## src/rtl/bsg_wormhole_router_pkg.sv

```systemverilog
// Shared wormhole definitions: header field extraction and arbiter FSM encodings.
package bsg_wormhole_router_pkg;

    // Widest flit the header helpers accept.
    localparam int unsigned max_flit_width_lp = 512;

    // Link arbiter FSM states.
    localparam logic [0:0] state_idle_lp = 1'b0;
    localparam logic [0:0] state_busy_lp = 1'b1;

    // Decoded header fields, zero-extended to 32 bits.
    typedef struct packed {
        logic [31:0] len;
        logic [31:0] cord;
    } bsg_wormhole_header_s;

    // Extract a width-bit field starting at offset, zero-extended to 32 bits.
    function automatic logic [31:0] hdr_field(input logic [max_flit_width_lp-1:0] flit,
                                              input int unsigned offset,
                                              input int unsigned width);
        logic [31:0] mask;
        mask = (width >= 32) ? 32'hffff_ffff : ((32'd1 << width) - 32'd1);
        return 32'(flit >> offset) & mask;
    endfunction

    // Flit count following the header; len sits directly above cord.
    function automatic logic [31:0] hdr_len(input logic [max_flit_width_lp-1:0] flit,
                                            input int unsigned cord_width,
                                            input int unsigned len_width);
        return hdr_field(flit, cord_width, len_width);
    endfunction

    // Destination coordinate in the low bits of the header.
    function automatic logic [31:0] hdr_cord(input logic [max_flit_width_lp-1:0] flit,
                                             input int unsigned cord_width);
        return hdr_field(flit, 0, cord_width);
    endfunction

    // Full header decode.
    function automatic bsg_wormhole_header_s hdr_decode(input logic [max_flit_width_lp-1:0] flit,
                                                        input int unsigned cord_width,
                                                        input int unsigned len_width);
        bsg_wormhole_header_s h;
        h.cord = hdr_cord(flit, cord_width);
        h.len  = hdr_len(flit, cord_width, len_width);
        return h;
    endfunction

endpackage

```

## src/rtl/bsg_arb_round_robin.sv

```systemverilog
// Round-robin picker: first request at or after the priority pointer wins.
// The pointer moves to yumi_tag_i+1 when yumi_i reports a finished packet.
module bsg_arb_round_robin #(
    parameter  int unsigned width_p     = 2,
    localparam int unsigned id_width_lp = (width_p > 1) ? $clog2(width_p) : 1
) (
    input  logic                   clk_i,
    input  logic                   reset_i,
    input  logic [width_p-1:0]     reqs_i,
    output logic [width_p-1:0]     grants_o,
    output logic [id_width_lp-1:0] tag_o,
    output logic                   v_o,
    input  logic                   yumi_i,
    input  logic [id_width_lp-1:0] yumi_tag_i
);

    logic [id_width_lp-1:0] ptr_q, ptr_d;

    // Scan from the pointer with wrap-around and keep the first requester.
    always_comb begin
        int unsigned idx;
        grants_o = '0;
        tag_o    = '0;
        v_o      = 1'b0;
        idx      = 0;
        for (int unsigned k = 0; k < width_p; k++) begin
            idx = 32'(ptr_q) + k;
            if (idx >= width_p) idx = idx - width_p;
            for (int unsigned i = 0; i < width_p; i++) begin
                if (i == idx && reqs_i[i] && !v_o) begin
                    v_o         = 1'b1;
                    grants_o[i] = 1'b1;
                    tag_o       = id_width_lp'(i);
                end
            end
        end
    end

    // Next pointer: one past the input whose packet just completed.
    always_comb begin
        ptr_d = ptr_q;
        if (yumi_i) begin
            if (32'(yumi_tag_i) + 32'd1 >= width_p) ptr_d = '0;
            else                                    ptr_d = yumi_tag_i + id_width_lp'(1);
        end
    end

    // Pointer register; input 0 has highest priority out of reset.
    always_ff @(posedge clk_i) begin
        if (reset_i) ptr_q <= '0;
        else         ptr_q <= ptr_d;
    end

endmodule

```

## src/rtl/bsg_wormhole_link_arbiter.sv

```systemverilog
// Packet-granular round-robin sharing of one wormhole link among num_in_p streams.
// Datapath is combinational; the header winner holds the link until its last flit.
module bsg_wormhole_link_arbiter
    import bsg_wormhole_router_pkg::*;
#(
    parameter  int unsigned flit_width_p = 8,
    parameter  int unsigned num_in_p     = 2,
    parameter  int unsigned cord_width_p = 4,
    parameter  int unsigned len_width_p  = 2,
    localparam int unsigned id_width_lp  = (num_in_p > 1) ? $clog2(num_in_p) : 1
) (
    input  logic                             clk_i,
    input  logic                             reset_i,
    input  logic [num_in_p-1:0]              link_v_i,
    input  logic [num_in_p*flit_width_p-1:0] link_data_i,
    output logic [num_in_p-1:0]              link_ready_and_o,
    output logic                             link_v_o,
    output logic [flit_width_p-1:0]          link_data_o,
    input  logic                             link_ready_and_i,
    output logic [id_width_lp-1:0]           grant_id_o
);

    logic [0:0]             state_q, state_d;
    logic [id_width_lp-1:0] grant_q, grant_d;
    logic [len_width_p-1:0] cnt_q, cnt_d;

    logic [num_in_p-1:0]    arb_grants;
    logic [id_width_lp-1:0] arb_tag;
    logic                   arb_v;
    logic [num_in_p-1:0]    lock_onehot;
    logic [num_in_p-1:0]    sel_onehot;
    logic                   busy;
    logic                   xfer;
    logic                   yumi;
    logic [len_width_p-1:0] hdr_len_c;

    bsg_arb_round_robin #(
        .width_p (num_in_p)
    ) rr (
        .clk_i      (clk_i),
        .reset_i    (reset_i),
        .reqs_i     (link_v_i),
        .grants_o   (arb_grants),
        .tag_o      (arb_tag),
        .v_o        (arb_v),
        .yumi_i     (yumi),
        .yumi_tag_i (grant_id_o)
    );

    assign busy = (state_q == state_busy_lp);

    // One-hot form of the locked grant.
    always_comb begin
        for (int unsigned i = 0; i < num_in_p; i++) begin
            lock_onehot[i] = (id_width_lp'(i) == grant_q);
        end
    end

    assign sel_onehot       = busy ? lock_onehot : arb_grants;
    assign grant_id_o       = busy ? grant_q : arb_tag;
    assign link_v_o         = busy ? |(lock_onehot & link_v_i) : arb_v;
    assign link_ready_and_o = sel_onehot & {num_in_p{link_ready_and_i}};
    assign xfer             = link_v_o & link_ready_and_i;

    // One-hot output mux over the input flits.
    always_comb begin
        link_data_o = '0;
        for (int unsigned i = 0; i < num_in_p; i++) begin
            link_data_o = link_data_o
                        | (link_data_i[i*flit_width_p +: flit_width_p] & {flit_width_p{sel_onehot[i]}});
        end
    end

    assign hdr_len_c = len_width_p'(hdr_len(max_flit_width_lp'(link_data_o), cord_width_p, len_width_p));

    // Next state: lock on multi-flit headers, count body flits, release on the last one.
    always_comb begin
        state_d = state_q;
        grant_d = grant_q;
        cnt_d   = cnt_q;
        yumi    = 1'b0;
        case (state_q)
            state_idle_lp: begin
                if (xfer) begin
                    if (hdr_len_c == '0) begin
                        yumi = 1'b1;
                    end else begin
                        state_d = state_busy_lp;
                        grant_d = arb_tag;
                        cnt_d   = hdr_len_c;
                    end
                end
            end
            state_busy_lp: begin
                if (xfer) begin
                    cnt_d = cnt_q - len_width_p'(1);
                    if (cnt_q == len_width_p'(1)) begin
                        state_d = state_idle_lp;
                        yumi    = 1'b1;
                    end
                end
            end
            default: state_d = state_idle_lp;
        endcase
    end

    // State, lock and counter registers; reset drops any packet in flight.
    always_ff @(posedge clk_i) begin
        if (reset_i) begin
            state_q <= state_idle_lp;
            grant_q <= '0;
            cnt_q   <= '0;
        end else begin
            state_q <= state_d;
            grant_q <= grant_d;
            cnt_q   <= cnt_d;
        end
    end

endmodule

```

## config.mk

```make
export PLATFORM = sky130hd
export DESIGN_NAME = bsg_wormhole_link_arbiter
export DESIGN_NICKNAME = d
export VERILOG_FILES = /design/src/rtl/bsg_wormhole_router_pkg.sv /design/src/rtl/bsg_arb_round_robin.sv /design/src/rtl/bsg_wormhole_link_arbiter.sv
export SDC_FILE = /design/constraint.sdc
export NUM_CORES = 1
export LEC_CHECK = 0
export ABC_AREA = 1
export CORE_UTILIZATION = 34
export DETAILED_ROUTE_END_ITERATION = 7
export GPL_ROUTABILITY_DRIVEN = 1
export GPL_TIMING_DRIVEN = 0
export HOLD_SLACK_MARGIN = 0.03
export PLACE_DENSITY = 0.79
export RECOVER_POWER = 100
export SKIP_LAST_GASP = 1
export SYNTH_ARGS = -nofsm -noshare
export SYNTH_HDL_FRONTEND = slang
export SYNTH_SLANG_ARGS = --single-unit
```

## constraint.sdc

```tcl
create_clock -name clk_i -period 1.6 [get_ports clk_i]
set_clock_uncertainty 0.15 [all_clocks]
set_input_delay 0.32 -clock clk_i [delete_from_list [all_inputs] [get_ports clk_i]]
set_output_delay 0.32 -clock clk_i [all_outputs]
set_load 0.005 [all_outputs]
```

==> metrics.txt, run 1 <==
# TYPE chip_impl_metric gauge
chip_impl_info{name="run_status",value="finished with violations"} 1
chip_impl_info{name="violations_in_the_final_reports",value="negative setup slack"} 1
chip_impl_metric{name="syn-cell-area",unit="um2"} 498.0
chip_impl_metric{name="worst_path_clk_slew",unit="ns"} 0.05
chip_impl_metric{name="antenna_found_initial",unit=""} 0
chip_impl_metric{name="worst-slew-pin-transition",unit="ns"} 0.2917
chip_impl_info{name="synth_top_family_by_area",value="simple AND/OR/NAND/NOR gates"} 1
chip_impl_metric{name="power_leakage",unit="uW"} 0.0005430
chip_impl_metric{name="ys_warnings",unit=""} 0
chip_impl_metric{name="layout.cells.non_filler",unit=""} 145
chip_impl_metric{name="detail_route.iter0.violations",unit=""} 12
chip_impl_metric{name="syn_inst",unit=""} 77
chip_impl_metric{name="port-buffer-count",unit=""} 32
chip_impl_metric{name="final_period_minus_worst_setup_slack",unit="ns"} 1.795
chip_impl_info{name="mostFrequentLayoutCell",value="clkdlybuf4s50_1"} 1
chip_impl_info{name="post-synth-top-area-cell",value="dfxtp_1"} 1
chip_impl_metric{name="utilization",unit="%"} 79.46
chip_impl_metric{name="setup_ws",unit="ns"} -0.1951
chip_impl_info{name="hold_path.class",value="register to register"} 1
chip_impl_metric{name="hpwlAfterDp",unit="um"} 1163
chip_impl_metric{name="dpl-instance-area",unit="um2"} 837.1
chip_impl_metric{name="period_share",unit="%"} 112.2
chip_impl_metric{name="gr-total-overflow",unit=""} 0
chip_impl_metric{name="synth_sequential_area_ratio",unit="%"} 20.10
chip_impl_metric{name="fillers",unit=""} 99
chip_impl_metric{name="yosys.area_share.xor_xnor",unit="%"} 0
chip_impl_info{name="grt_setup_unrepaired",value="yes"} 1
chip_impl_metric{name="area_growth",unit="%"} 112.8
chip_impl_metric{name="ys_ff_latch",unit=""} 5
chip_impl_metric{name="wl_per_cell",unit="um"} 13.93
chip_impl_metric{name="drt_pre_antenna_iters",unit=""} 4
chip_impl_metric{name="synth_simple_gate_area_share",unit="%"} 46.73
chip_impl_metric{name="finalInstanceArea",unit="um2"} 1060
chip_impl_metric{name="highest_fanout_seen_on_the_critical_path",unit=""} 7
chip_impl_metric{name="gp_congestion",unit=""} 0.8066
chip_impl_metric{name="finalSetupTns",unit="ns"} -1.746
chip_impl_metric{name="layout.nets",unit=""} 153
chip_impl_metric{name="setup_viol_count_final",unit=""} 14
chip_impl_metric{name="initial_core_util",unit="%"} 37.34
chip_impl_metric{name="synth_top_cell_area_share",unit="%"} 20.10
chip_impl_metric{name="dp.cells",unit=""} 124
chip_impl_metric{name="drt-total-wl",unit="um"} 2020
chip_impl_metric{name="die_area",unit="um2"} 1622
chip_impl_metric{name="groute.usage.overall",unit="%"} 23.80
chip_impl_metric{name="die_x",unit="um"} 40.27
chip_impl_metric{name="number_of_vias_after_detailed_routing",unit=""} 727
chip_impl_metric{name="clock.fmax",unit="MHz"} 557.1
chip_impl_metric{name="synth_cell_types",unit=""} 16
chip_impl_info{name="yosys-top-cells-area",value="dfxtp_1 20%, nand2_1 11%, a22o_1 11%"} 1
chip_impl_info{name="worstSetupPathType",value="register to output port"} 1
chip_impl_metric{name="diodes",unit=""} 0
chip_impl_metric{name="synth_compound_area_share",unit="%"} 19.35
chip_impl_metric{name="post_detailed_route_drc_marker_count",unit=""} 0
chip_impl_metric{name="grt_max_degree",unit=""} 9
chip_impl_metric{name="synth_adder_area_share",unit="%"} 2.513
chip_impl_info{name="mostFrequentLayoutCells",value="18 x clkdlybuf4s50_1, 14 x buf_4, 11 x nand2_1"} 1
chip_impl_metric{name="fraction_of_layout_instances_using_a_drive_strength_above_1",unit="%"} 50.77
chip_impl_metric{name="grt_pass1_vias",unit=""} 560
chip_impl_info{name="endpoint_kind",value="output port"} 1
chip_impl_info{name="timing.critical_path.from_type",value="register"} 1
chip_impl_metric{name="floorplan.rows",unit=""} 13
chip_impl_metric{name="cts.path.max_buffers",unit=""} 2
chip_impl_metric{name="clkLatencyLatePin",unit="ns"} 0.24
chip_impl_metric{name="postSynthAreaPerCell",unit="um2"} 6.467
chip_impl_metric{name="synthesis.nets",unit=""} 99
chip_impl_info{name="clk_root_buffer_cell",value="clkbuf_4"} 1
chip_impl_metric{name="route.antenna.remaining_nets",unit=""} 0
chip_impl_metric{name="htreeDepth",unit=""} 1
chip_impl_metric{name="std_cell_core_area",unit="um2"} 1334
chip_impl_metric{name="detail_routed_via_count_per_cell",unit=""} 5.014
chip_impl_metric{name="crit_required",unit="ns"} 1.13
chip_impl_metric{name="floorplan.io_pins",unit=""} 33
chip_impl_metric{name="post-layout-total-power",unit="uW"} 858.8
chip_impl_metric{name="cts.sinks",unit=""} 5
chip_impl_metric{name="report.final.slew_viol_count",unit=""} 0
chip_impl_metric{name="fp.dieH",unit="um"} 40.27
chip_impl_metric{name="cap_violations",unit=""} 0
chip_impl_metric{name="power_per_cell_area",unit="nW/um2"} 810.4
chip_impl_metric{name="worst_ep_arrival_time",unit="ns"} 1.33
chip_impl_metric{name="vdd.ir_drop.worst",unit="mV"} 0.6456
chip_impl_metric{name="timing.final.hold_violations",unit=""} 0
chip_impl_metric{name="timing.slew.headroom",unit="%"} 80.40
chip_impl_metric{name="synth.mux.area_fraction",unit="%"} 0
chip_impl_metric{name="grt_first_pass_wirelength",unit="um"} 2525
chip_impl_metric{name="cts_made_buffers",unit=""} 3
chip_impl_info{name="tritoncts",value="built"} 1
-- report_power, final --
group / switching, uW / leakage (uW) / internal [uW] / total (uW)
combinational: 264 / 0.000485 / 287 / 551
clock: 52.8 / 0.0000150 / 94.4 / 147
sequential: 17.5 / 0.0000426 / 144 / 161
total: 334 / 0.000543 / 525 / 859
-- metrics by stage --
stage          setup slack (ns)  hold slack (ns)
3_3_place_gp            -0.8717           0.3191
4_1_cts                 -0.1924           0.3520
6_report                -0.1951           0.3495
3_5_place_dp            -0.9041           0.3365
2_1_floorplan            0.1118           0.3016
5_1_grt                 -0.2433           0.3899
-- cells in the mapped netlist --
| cell | instances |
|---|---|
| nor2_4 | 2 |
| nand3_1 | 8 |
| nor3_1 | 1 |
| a22o_1 | 6 |
| nand2_4 | 4 |
| dfxtp_1 | 5 |
| inv_2 | 3 |
| a21oi_1 | 7 |
| nand2_2 | 4 |
| inv_1 | 12 |
| nand3_2 | 1 |
| ha_1 | 1 |
| nand2_1 | 15 |
| o21ai_2 | 1 |
| nor2_1 | 6 |
| nand4_1 | 1 |
-- cell type report --
| type | count | area (um2) | area share, % |
|---|---|---|---|
| inverter | 15 | 66.31 | 6.257 |
| sequential | 5 | 106.4 | 10.04 |
| clock buffer | 4 | 26.28 | 2.479 |
| tap | 15 | 18.77 | 1.771 |
| multi-input combinational | 57 | 435.4 | 41.09 |
| timing repair buffer | 49 | 406.6 | 38.37 |
-- kinds of logic after synthesis --
group	count (synthesis)
AO/OA/AOI/OAI	14
adder cells (fa/ha/maj)	1
flip-flops	5
buffers and inverters	15
AND/OR/NAND/NOR	42
-- flip-flops by register name, indices dropped and copies added (netlist names) --
| name | count |
|---|---|
| grant_q | 1 |
| busy | 1 |
| rr.ptr_q | 1 |
| cnt_q | 2 |
-- worst paths after layout --
check                             start                     to  slack, ns  cells past startpoint
setup / recovery        busy$_SDFF_PP0_         link_data_o[1]      -0.20                      7
hold / removal    cnt_q[1]$_SDFFE_PP0P_  cnt_q[1]$_SDFFE_PP0P_       0.35                      2
setup reg to reg        busy$_SDFF_PP0_  rr.ptr_q$_SDFFE_PP0P_      -0.13                     11
hold reg to reg   cnt_q[1]$_SDFFE_PP0P_  cnt_q[1]$_SDFFE_PP0P_       0.35                      2
-- critical path, cell delays in order, from the launching register on --
cell and delay [ns]:
dfxtp_4 0.36, inv_4 0.08, nand3_4 0.08, nand2_4 0.09
inv_6 0.05, buf_4 0.13, a22o_1 0.16, buf_2 0.12
-- metal layers --
metal | track usage (%) | share of wire (%) | vias to the layer above | wire length [um]
met1 | 28.15 | 41 | 348 | 834
met4 | 2.500 | 1.1 | 0 | 22
met5 | 0 | 0 | - | 0
met3 | 7.222 | 4.0 | 4 | 81
met2 | 43.15 | 54 | 21 | 1081
li1 | - | - | 354 | -
-- what timing repair did --
action                                  CTS  global route
setup buffers                            14             3
pin swaps                                11             9
resized for setup                        72            16
hold buffers                              0             0
endpoints found under the setup margin   17            16
Note: power is estimated with default switching activity, not from simulation.
==> inputs of run 2 (changes only) <==
SLEW_MARGIN = 20   (was default)
==> results of run 2 <==
No change in the layout: final DEF, timing and power equal those of run 1.
==> variant 1: new RTL, flow settings as in run 1 <==
Make the reset (`reset_i`) asynchronous in 2 clocked blocks.
--- a/src/rtl/bsg_arb_round_robin.sv
+++ b/src/rtl/bsg_arb_round_robin.sv
@@ -46,7 +46,7 @@
     end
 
     // Pointer register; input 0 has highest priority out of reset.
-    always_ff @(posedge clk_i) begin
+    always_ff @(posedge clk_i or posedge reset_i) begin
         if (reset_i) ptr_q <= '0;
         else         ptr_q <= ptr_d;
     end
--- a/src/rtl/bsg_wormhole_link_arbiter.sv
+++ b/src/rtl/bsg_wormhole_link_arbiter.sv
@@ -105,7 +105,7 @@
     end
 
     // State, lock and counter registers; reset drops any packet in flight.
-    always_ff @(posedge clk_i) begin
+    always_ff @(posedge clk_i or posedge reset_i) begin
         if (reset_i) begin
             state_q <= state_idle_lp;
             grant_q <= '0;
Behaviour: differs if reset_i is asserted again (counterexample within 4 cycles, from zero or initial values and one cycle with reset_i high); with reset_i held inactive, the same outputs for 10 cycles.
==> variant 1 against run 1 <==
Routed wire length is 19% higher; design area up 9.1%; the run still ends with setup timing left; sequential cell count unchanged; critical endpoint is now link_data_o[0]; worst setup slack lost 0.053 ns; core utilization up 7.2 points; sequential share of layout area increased by 0.90 points; area after synthesis up 0.50%.
Power is not compared: it rests on default switching activity, and its combinational part moved more than twofold at a synthesized area within 25%.
==> variant 1: results (changes against run 1) <==
| Metric | Value |
|---|---|
| Status | finished, violations left |
| Failing checks | setup timing |
| Sequential Area | 126.4 µm² (+19%) |
| Placement Setup Slack | -0.9187 ns (-0.01463 ns) |
| Avg Vias per Cell | 5.203 (+3.8%) |
| Avg Cell Area, Syn | 7.049 µm² (+9.0%) |
| CP Capture Point | link_data_o[0] |
| CP top delay family | flip-flops |
| R2r endpoint | grant_q$_DFFE_PP0P_ |
| HP Class | input port to asynchronous set/reset pin |
| Total negative setup slack | -2.627 ns (-0.8805 ns) |
| Drt initial violations | 10 (-2) |
| WHS | 0.2618 ns (-0.08765 ns) |
| Area post-placement | 839.6 µm² (+0.30%) |
| Slew @ Worst Pin | 0.2209 ns (-0.07078 ns) |
| Worst EP arrival | 1.38 ns (+0.05 ns) |
| Sequential Power Share | 11.1% |
| First-pass GRT wire length | 2711 µm (+7.4%) |
| Area occupied by multi-input gates | 461.7 µm² (+6.0%) |
| Setup slack after layout | -0.2481 ns (-0.05296 ns) |
| Buffer share of cell area | 41.34% (+3.0 points) |
| Buffers outside the clock class | 53 (+8.2%) |
| CP max FO | 5 (-2) |
| Dominant class by area | buffers |
| CTS resizes | 69 (-4.2%) |
| Worst path max stage delay | 0.46 ns (+0.10 ns) |
| Slowest-stage cell, CP | dfrtp_2 |
| Dpl hpwl | 1148 µm (-1.3%) |
| TritonCTS buffer count | 3 (unchanged) |
| Top FF cell, synth | dfrtp_1 |
| Filler Cell Count | 64 (-35%) |
| Fraction of layout cells with a size suffix above 1 | 51.56% (+0.79 points) |
| Reg2reg setup slack | -0.10 ns (+0.03 ns) |
| Top post-synthesis cells by area | dfrtp_1, nand2_1, nand2_4 |
| Mapped Nets | 93 (-6.1%) |
| Synth async-reset ratio | 100.0% (+100 points) |
| Routability cong. | 0.8064 (about the same) |
| Diode count | 0 (unchanged) |
| Largest net degree at the start of global routing | 8 (-1) |
| Reg2reg start | busy$_DFF_PP0_ |
| Initial antenna violation count | 0 (unchanged) |
| Post-CTS setup buffer count | 17 (+3) |
| Multi-input gates | 56 (-1.8%) |
| Final nets | 151 (-1.3%) |
| Routed WL | 2402 µm (+19%) |
| Overall global routing resource usage | 25.40% (+1.6 points) |
| Non-Filler Instances | 143 (-1.4%) |
| Seq/Total Area, Yosys | 25.00% (+4.9 points) |
| Top cells by count, synth | nand2_1, inv_1, a22o_1, nand3_1 |
| Sequential share of cell area | 10.93% (+0.90 points) |
| Number of global-route vias before repair | 675 (+21%) |
| Placed Cells | 118 (-4.8%) |
| Inverters | 10 (-5) |
| Final count of negative-setup-slack endpoints | 16 (+2) |
| Clk cell area share | 2.273% (-0.21 points) |
| Leakage | 0.0005966 µW |
==> variant 1: changes by cell type after synthesis, moves of 2 or more <==
cell     before  now
dfrtp_1       0    5
inv_2         3    1
nand2_1      15   22
inv_1        12    9
nor2_1        6    2
dfxtp_1       5    0
nand3_1       8    6
nand3_2       1    3
nor2_4        2    0
a21oi_1       7    2
==> variant 1: cells by family (layout without fill, tap and decap cells) <==
kind of cell	count (synthesis)	count (layout)	share of synthesized area [%]
AO/OA/AOI/OAI	10	10	15.00
adder cells (fa/ha/maj)	1	1	2.500
buffers and inverters	10	67	7.499
flip-flops	5	5	25.00
AND/OR/NAND/NOR	45	45	50.00
==> variant 1: layer usage <==
layer,vias up,track usage [%],wire [µm]
met1,341,22.82,851
li1,348,-,-
met2,43,50.79,1262
met4,0,17.50,87
met5,-,0,0
met3,12,2.778,201
==> variant 2: new RTL, flow settings as in run 1 <==
Without the edit above. `num_in_p`: 2 -> 8.
--- a/src/rtl/bsg_wormhole_link_arbiter.sv
+++ b/src/rtl/bsg_wormhole_link_arbiter.sv
@@ -4,7 +4,7 @@
     import bsg_wormhole_router_pkg::*;
 #(
     parameter  int unsigned flit_width_p = 8,
-    parameter  int unsigned num_in_p     = 2,
+    parameter  int unsigned num_in_p     = 8,
     parameter  int unsigned cord_width_p = 4,
     parameter  int unsigned len_width_p  = 2,
     localparam int unsigned id_width_lp  = (num_in_p > 1) ? $clog2(num_in_p) : 1
Interface: changed (resized grant_id_o, link_data_i, link_ready_and_o and link_v_i); port bits go from 33 to 95. No check against the original RTL was run, so the function may have changed too.
==> variant 2 against run 1 <==
The run still ends with setup timing left; largest power group unchanged; die area rose to 6.2 times the old value; first-iteration DRC count rose to 67 times the old value; design area rose to 5.5 times the old value; area after synthesis rose to 6.6 times the old value; highest routed layer unchanged; total power rose to 15 times the old value; final cell count rose to 6.6 times the old value; worst setup slack worse by 4.6 ns; sequential cell count up 4; critical endpoint is now link_data_o[7]; routed wire length rose to 8.6 times the old value.
==> variant 2: results (changes against run 1) <==
| Metric | Value |
|---|---|
| Slowest-stage cell, CP | dfxtp_4 |
| IO Port Bufs | 93 (+190%) |
| Root Driver | clkbuf_8 |
| Area grow syn2layout | 77.05% |
| Yosys warns | 0 (unchanged) |
| Largest registers | grant_q: 3 flops, rr.ptr_q: 3 flops, cnt_q: 2 flops |
| Setup slack after layout | -4.746 ns (-4.551 ns) |
| CP top delay family | simple AND/OR/NAND/NOR gates |
| Failing checks | setup timing |
| Final count of negative-setup-slack endpoints | 29 (+15) |
| WHS | 0.3809 ns (+0.03140 ns) |
| Worst EP arrival | 5.88 ns (+4.55 ns) |
| Overall global routing resource usage | 32.91% (+9.1 points) |
| Routed len/inst | 18.00 µm (+29%) |
| Largest net degree at the start of global routing | 12 (+3) |
| Status | finished, violations left |
| Seq/Total Area, Yosys | 5.517% (-15 points) |
| Routed vias | 5692 (+680%) |
| Worst path max stage delay | 0.39 ns (+0.03 ns) |
| CP max FO | 7 (unchanged) |
| Dpl hpwl | 11290 µm (+870%) |
| Routability cong. | 1.090 (+35%) |
| Mapped Nets | 703 (+610%) |
| First drt pass iteration count | 5 (+1) |
| Drt initial violations | 808 (+796) |
| Diode count | 0 (unchanged) |
| Number of global-route vias before repair | 5376 (+860%) |
| Avg Cell Area, Syn | 5.250 µm² (-19%) |
| Placement Setup Slack | -5.136 ns (-4.232 ns) |
| Routed WL | 17300 µm (+760%) |
| Leakage | 0.002561 µW (+370%) |
| Slew headroom | 6.600% (-74 points) |
| Placed Cells | 844 (+580%) |
| Top post-synthesis cells by area | nand4_1, nor2_1, nand3_1 |
| Distinct cells, synth | 35 (+19) |
| Worst vdd ir | 1775 µV (+170%) |
| Top cells by count, synth | nor2_1, inv_1, nand2_1, nand3_1, nand4_1 |
| Total negative setup slack | -130.99 ns (-129.24 ns) |
| Filler Cell Count | 779 (+690%) |
| Clk buf depth | 2 (unchanged) |
| Area post-placement | 4444 µm² (+430%) |
| First-pass GRT wire length | 26160 µm (+940%) |
| Final nets | 914 (+500%) |
| Skew-Pair Late Insertion Delay | 0.23 ns |
| HP Class | register to register |
| Initial antenna violation count | 0 (unchanged) |
| Fraction of layout cells with a size suffix above 1 | 32.57% (-18 points) |
==> variant 2: cell count changes after synthesis, moves of 9 or more <==
cell	run 1	this run
nand3_1	8	76
nand2_1	15	96
nor3_1	1	38
inv_1	12	98
a21oi_1	7	16
nor2_2	0	9
nor2_1	6	115
nand4_1	1	73
==> variant 2: repair_timing <==
item | 4_1_cts | 5_1_grt
setup buffers | 87 | 34
cloned | 0 | 0
resized for setup | 163 | 56
endpoints found under the setup margin | 29 | 29
pin swaps | 81 | 77
hold buffers | 0 | 0
==> variant 2: final cells by class <==
type	count	area share, %
Timing Repair Buffer	207	30.99
Inverter	108	7.791
Tap cell	129	2.792
Multi-Input combinational cell	494	53.30
Clock buffer	4	0.7791
Sequential cell	9	3.311
Buffer	10	1.039
==> variant 2: final timing paths <==
path                                               start                  endpoint  cells past startpoint
worst max-delay path            rr.ptr_q[1]$_SDFFE_PP0P_            link_data_o[7]                     44
worst min-delay path               cnt_q[0]$_SDFFE_PP0P_     cnt_q[0]$_SDFFE_PP0P_                      2
worst max register to register  rr.ptr_q[0]$_SDFFE_PP0P_  rr.ptr_q[1]$_SDFFE_PP0P_                     46
worst min register to register     cnt_q[0]$_SDFFE_PP0P_     cnt_q[0]$_SDFFE_PP0P_                      2
==> variant 2: kinds of logic after synthesis <==
family	share of synthesized area (%)
AOI/OAI and AO/OA	7.702
adders and majority gates	2.299
buffers and inverters	13.98
DFF	5.517
and+or+nand+nor	70.50
==> variant 2: routing by layer <==
metal / global-route usage, % / wire length, µm
met1: 41.49 / 6513
met2: 53.32 / 7890
met3: 6.755 / 1784
met4: 16.39 / 1112
met5: 0 / 0
==> variant 2: report_power, final <==
group	internal (µW)	leakage [µW]	switching, µW
registers	340	0.0000764	122
clock network	174	0.0000228	90.2
logic	5380	0.00246	6730
